===== src/rtl/pipe_stage_hs.sv =====
// ---------------------------------------------------------------------------
// pipe_stage_hs
// Parametrised pipeline stage register with a valid/ready handshake. It is used
// at every core stage boundary (IF/ID, ID/EXE, EXE/MEM, MEM/WB).
//
// Parameters
//   DATA_W  payload width. The default packing, MSB first, is
//           op1(32) op2(32) reg_we(1) reg_waddr(5) inst(32) inst_addr(32).
//   BUBBLE  value shown on out_data_o whenever the stage is empty.
//           The default is a NOP (0x00000013) in the inst field.
//   SKID    1: two-entry skid buffer, and in_ready_o is decoded from the
//           state register only.
//           0: single entry, and in_ready_o passes downstream back-pressure
//           through.
//   CNT_W   width of the saturating stall counter.
//
// Ports
//   clk_i        clock, rising edge
//   rst_i        asynchronous reset, active high
//   flush_i      synchronous flush; empties the stage (highest priority)
//   in_valid_i   upstream payload valid
//   in_ready_o   stage can accept this cycle
//   in_data_i    upstream payload
//   out_valid_o  out_data_o holds a real entry
//   out_ready_i  downstream accepts
//   out_data_o   head payload, or BUBBLE when empty
//   count_o      entries held (0..2 with SKID=1, 0..1 with SKID=0)
//   stall_cnt_o  saturating count of cycles with out_valid_o & !out_ready_i
// ---------------------------------------------------------------------------
module pipe_stage_hs #(
    parameter int unsigned         DATA_W = 134,
    parameter logic [DATA_W-1:0]   BUBBLE = DATA_W'(134'h13_0000_0000),
    parameter bit                  SKID   = 1'b1,
    parameter int unsigned         CNT_W  = 16
) (
    input  logic              clk_i,
    input  logic              rst_i,
    input  logic              flush_i,
    input  logic              in_valid_i,
    output logic              in_ready_o,
    input  logic [DATA_W-1:0] in_data_i,
    output logic              out_valid_o,
    input  logic              out_ready_i,
    output logic [DATA_W-1:0] out_data_o,
    output logic [1:0]        count_o,
    output logic [CNT_W-1:0]  stall_cnt_o
);

    typedef enum logic [1:0] {
        ST_EMPTY = 2'd0,
        ST_ONE   = 2'd1,
        ST_FULL  = 2'd2
    } state_e;

    state_e             state_q;
    logic [DATA_W-1:0]  main_q;
    logic [DATA_W-1:0]  skid_q;
    logic [CNT_W-1:0]   stall_q;
    logic               accept;
    logic               take;

    // Handshake decode: the head entry is always in main_q.
    assign out_valid_o = (state_q != ST_EMPTY);
    assign out_data_o  = main_q;
    assign accept      = in_valid_i & in_ready_o;
    assign take        = out_valid_o & out_ready_i;

    // Upstream ready: registered-only with skid, pass-through without.
    if (SKID) begin : g_skid_ready
        assign in_ready_o = (state_q != ST_FULL);
    end else begin : g_pass_ready
        assign in_ready_o = ~out_valid_o | out_ready_i;
    end

    // Occupancy decode.
    always_comb begin
        count_o = 2'd0;
        case (state_q)
            ST_ONE:  count_o = 2'd1;
            ST_FULL: count_o = 2'd2;
            default: count_o = 2'd0;
        endcase
    end

    // Stage FSM and payload registers. Flush overrides any accept or take in
    // the same cycle; those transfers complete from the neighbours' view and
    // are discarded here.
    always_ff @(posedge clk_i or posedge rst_i) begin
        if (rst_i) begin
            state_q <= ST_EMPTY;
            main_q  <= BUBBLE;
            skid_q  <= BUBBLE;
        end else if (flush_i) begin
            state_q <= ST_EMPTY;
            main_q  <= BUBBLE;
            skid_q  <= BUBBLE;
        end else begin
            case (state_q)
                ST_EMPTY: begin
                    if (accept) begin
                        state_q <= ST_ONE;
                        main_q  <= in_data_i;
                    end
                end
                ST_ONE: begin
                    if (accept && take) begin
                        main_q <= in_data_i;
                    end else if (accept) begin
                        // Reachable only with SKID=1. With SKID=0,
                        // in_ready_o is low here unless a take also occurs.
                        state_q <= ST_FULL;
                        skid_q  <= in_data_i;
                    end else if (take) begin
                        state_q <= ST_EMPTY;
                        main_q  <= BUBBLE;
                    end
                end
                ST_FULL: begin
                    if (take) begin
                        state_q <= ST_ONE;
                        main_q  <= skid_q;
                        skid_q  <= BUBBLE;
                    end
                end
                default: begin
                    state_q <= ST_EMPTY;
                    main_q  <= BUBBLE;
                    skid_q  <= BUBBLE;
                end
            endcase
        end
    end

    // Saturating stall counter. It sees the pre-flush view and only reset
    // clears it.
    always_ff @(posedge clk_i or posedge rst_i) begin
        if (rst_i) begin
            stall_q <= '0;
        end else if (out_valid_o && !out_ready_i && (stall_q != '1)) begin
            stall_q <= stall_q + CNT_W'(1);
        end
    end

    assign stall_cnt_o = stall_q;

endmodule


===== config.mk =====
export PLATFORM = sky130hd
export DESIGN_NAME = pipe_stage_hs
export DESIGN_NICKNAME = d
export VERILOG_FILES = /design/src/rtl/pipe_stage_hs.sv
export SDC_FILE = /design/constraint.sdc
export NUM_CORES = 1
export LEC_CHECK = 0
export ABC_AREA = 1
export BUFFER_PORTS_ARGS = -buffer_cell sky130_fd_sc_hd__buf_2
export CORE_ASPECT_RATIO = 1.1
export CORE_MARGIN = 10
export CORE_UTILIZATION = 36
export CTS_CLUSTER_SIZE = 30
export DETAILED_ROUTE_END_ITERATION = 7
export GPL_TIMING_DRIVEN = 0
export PLACE_DENSITY = 0.55
export SLEW_MARGIN = 5
export SYNTH_ARGS = -nofsm -noshare
export SYNTH_HDL_FRONTEND = slang
export SYNTH_SLANG_ARGS = --single-unit

===== constraint.sdc =====
create_clock -name clk_i -period 22.7 [get_ports clk_i]
set_clock_uncertainty 0.15 [all_clocks]
set_input_delay 1.135 -clock clk_i [delete_from_list [all_inputs] [get_ports clk_i]]
set_output_delay 1.135 -clock clk_i [all_outputs]
set_load 0.01 [all_outputs]

==> flow_metrics.py <==
metrics = {
    "synth": {
        "synth-edff-count": 0,
        "ys_ff_latch": 286,
        "synth_cells": 1778,
        "synth.distinct_cells": 25,
        "synthTopCellsByCount": "nand2_1, dfrtp_1, nand3_1, o21ai_0, buf_2",
        "ys_async_sr_fraction": 1.00,
        "synth_most_common_cell": "nand2_1",
        "yosysSeqAreaShare": 0.536,
        "yosysWarningCount": 0,
        "syn_nets": 1918,
        "syn_area_sq_mm": 0.0134,
        "netlist.area_leader.share": 0.524,
        "syn_area_per_cell_sq_um": 7.52,
        "yosys-top-cells-area": "dfrtp_1, nand2_1, nand3_1",
        "ys.flop_type": "dfrtp_1",
        "synth_area_leader_cell": "dfrtp_1",
    },
    "die": {
        "ios": 293,
        "die_h_microns": 222,
        "start_util": 0.362,
        "coreArea_sq_mm": 0.0369,
        "rows": 74,
        "dieWidth_microns": 204,
        "design.die.area_sq_mm": 0.0453,
    },
    "place": {
        "gp_congestion": 0.810,
        "numPortBuffers": 292,
        "place_area_sq_mm": 0.0155,
        "dpl.hpwl_microns": 31400,
    },
    "detailed_routing": {
        "vias_per_cell": 4.77,
        "ant_nets": 0,
        "post_drt_wl_per_cell_microns": 16.5,
        "drt-initial-drc-count": 843,
        "firstDrtPassIters": 5,
        "wirelength_microns": 43300,
        "drc": 0,
        "num_vias": 12500,
    },
    "timing": {
        "fin_crit_ps": 3390,
        "whs_ps": 319,
        "fin_crit_sh": 0.149,
        "maxSlewHeadroom": 0.401,
        "setup_viol": 0,
        "drv_slew": 0,
        "finalHoldViolCount": 0,
        "rsz0062_at_grt": "no",
        "worstMarginPinSlew_ps": 899,
        "timing.fmax_mhz": 295,
        "setup_tns_ps": 0,
    },
    "clock_network": {
        "postCtsHoldBufs": 0,
        "h-tree-depth": 2,
        "cts.sinks": 286,
        "clockRootBuffer": "clkbuf_16",
        "cts_made_buffers": 34,
        "clk_pin_slew_ps": 60,
        "cts_max_path_buffers": 3,
        "cts_resized": 0,
        "cts_setup_buffers": 0,
        "worstSkewPairLatency_ps": 520,
        "cts_tree": "done",
    },
    "power": {
        "p_leak_nw": 9.14,
        "p_comb_frac": 0.308,
        "ir_drop_uv": 51.6,
        "p_int_mw": 1.16,
        "switching_share": 0.364,
        "power.switching_mw": 0.661,
        "power_mw": 1.82,
        "seqPwrFrac": 0.382,
        "p_per_area_mw_per_mm2": 109,
        "clkPwrFrac": 0.310,
    },
    "final_layout": {
        "final_area_sq_mm": 0.0167,
        "final_layout_size_suffix_gt1_frac": 0.208,
        "area_growth_pct": 24.7,
        "fin_nets": 2248,
    },
    "setup_path": {
        "crit_path_cell_trace": "buf_2, inv_2, nand2_2, inv_2, clkbuf_1, buf_2",
        "cp_max_fo": 10,
        "path_buf_inv": 5,
        "cpMaxStageDelayCell": "clkbuf_1",
        "crit_arrival_ps": 2100,
        "critPathKind": "reg2out",
        "max_stage_delay_ps": 400,
        "cp.required_ps": 21420,
        "path_delay_family": "buffers and inverters",
        "crit_path_end_kind": "output port",
        "critPathLaunchType": "register",
    },
    "global_routing": {
        "grt_pass1_vias": 12300,
        "grt_pass1_wl_microns": 69000,
        "grt_max_degree": 118,
        "overflow": 0,
        "track_usage": 0.188,
        "antenna_found_initial": 6,
    },
    "status": {
        "outcome": "complete, no violations",
    },
    "min_path": {
        "hp-class": "reg2reg",
    },
    "run": {
        "maxCapViolCount": 0,
    },
}
==> worst min-delay path: stages (launching register included) <==
cell and delay, ps:
dfstp_2 370, nand2_1 50, nand2_1 50
==> worst paths after layout <==
check                                        endpoint                  startpoint  cells past startpoint  slack [ps]
max                                        count_o[1]      state_q[0]$_DFFE_PP0P_                      6       19310
min                        out_data_o[33]$_DFFE_PP1P_  out_data_o[33]$_DFFE_PP1P_                      2         320
max reg2reg                    skid_q[76]$_DFFE_PP0P_      state_q[0]$_DFFE_PP0P_                      9       20240
min reg2reg                out_data_o[33]$_DFFE_PP1P_  out_data_o[33]$_DFFE_PP1P_                      2         320
max in group asynchronous  out_data_o[50]$_DFFE_PP0P_                       rst_i                      3       20790
min in group asynchronous  out_data_o[93]$_DFFE_PP0P_                       rst_i                      2         550
==> power groups by stage <==
| stage | Sequential (mW) | Combinational (mW) | Clock (mW) |
|---|---|---|---|
| after floorplan | 0.724 | 0.317 | 0 |
| final | 0.695 | 0.560 | 0.563 |
| after global routing | 0.710 | 0.635 | 0.600 |
| after CTS | 0.695 | 0.573 | 0.580 |
| after global placement | 0.701 | 0.565 | 0 |
| after detailed placement | 0.701 | 0.570 | 0 |
==> registers in the layout, summed over array words and instances (netlist names) <==
register,flops
state_q,2
out_data_o,134
stall_cnt_o,16
skid_q,134
==> cell type report <==
cell class	count	area [sq um]
fill	3794	20300
multi-input combinational	1353	5560
timing repair buffer	294	1520
inverter	23	93.8
sequential	286	7160
buffer	116	567
antenna	3	7.51
clock inverter	8	118
tap	494	618
clock buffer	49	1030
==> layout by cell type, fill, tap and decap left out <==
cell type   Yosys  routed
a21boi_0        1       1
a21oi_1         3       3
buf_1           5       5
buf_16          0       2
buf_2          60     352
buf_4          15      15
bufinv_16       0       3
clkbuf_1       36      42
clkbuf_16       0      37
clkbuf_8        0       6
clkinv_2        0       4
clkinvlp_4      0       1
dfrtp_1       280     280
dfstp_2         6       6
diode_2         0       3
ha_1            1       1
inv_1          18      17
inv_2           5       5
inv_8           0       1
nand2_1      1010    1010
nand2_2         1       1
nand3_1       143     143
nand3_2         3       3
nand4_1         5       5
nor2_1         28      28
nor2_2          4       4
o21ai_0       130     130
o21ai_1        13      13
o21ai_2         2       2
o21ai_4         1       1
o31ai_1         1       1
xnor2_1         6       6
xor2_1          1       1
==> kinds of logic after synthesis <==
| group | after synthesis | synth area share |
|---|---|---|
| fa+ha+maj | 1 | 0.000935 |
| flops | 286 | 0.536 |
| simple gates | 1194 | 0.352 |
| compound gates | 151 | 0.0583 |
| xor+xnor | 7 | 0.00458 |
| buf+inv | 139 | 0.0488 |
==> routing by layer <==
| metal | wire, microns | track usage |
|---|---|---|
| met4 | 909 | 0.0523 |
| met5 | 47 | 0 |
| met3 | 2820 | 0.0431 |
| met1 | 19100 | 0.245 |
| met2 | 20400 | 0.305 |
==> per-stage QoR <==
step | instances | setup slack [ps] | util
final | 2626 | 19310 | 0.451
after global placement | 2564 | 9770 | 0.418
after global routing | 2625 | 19170 | 0.451
after CTS | 2623 | 19250 | 0.451
after floorplan | 1778 | 13530 | -
after detailed placement | 2566 | 19650 | 0.420
Power figures use the tool's default switching activity.
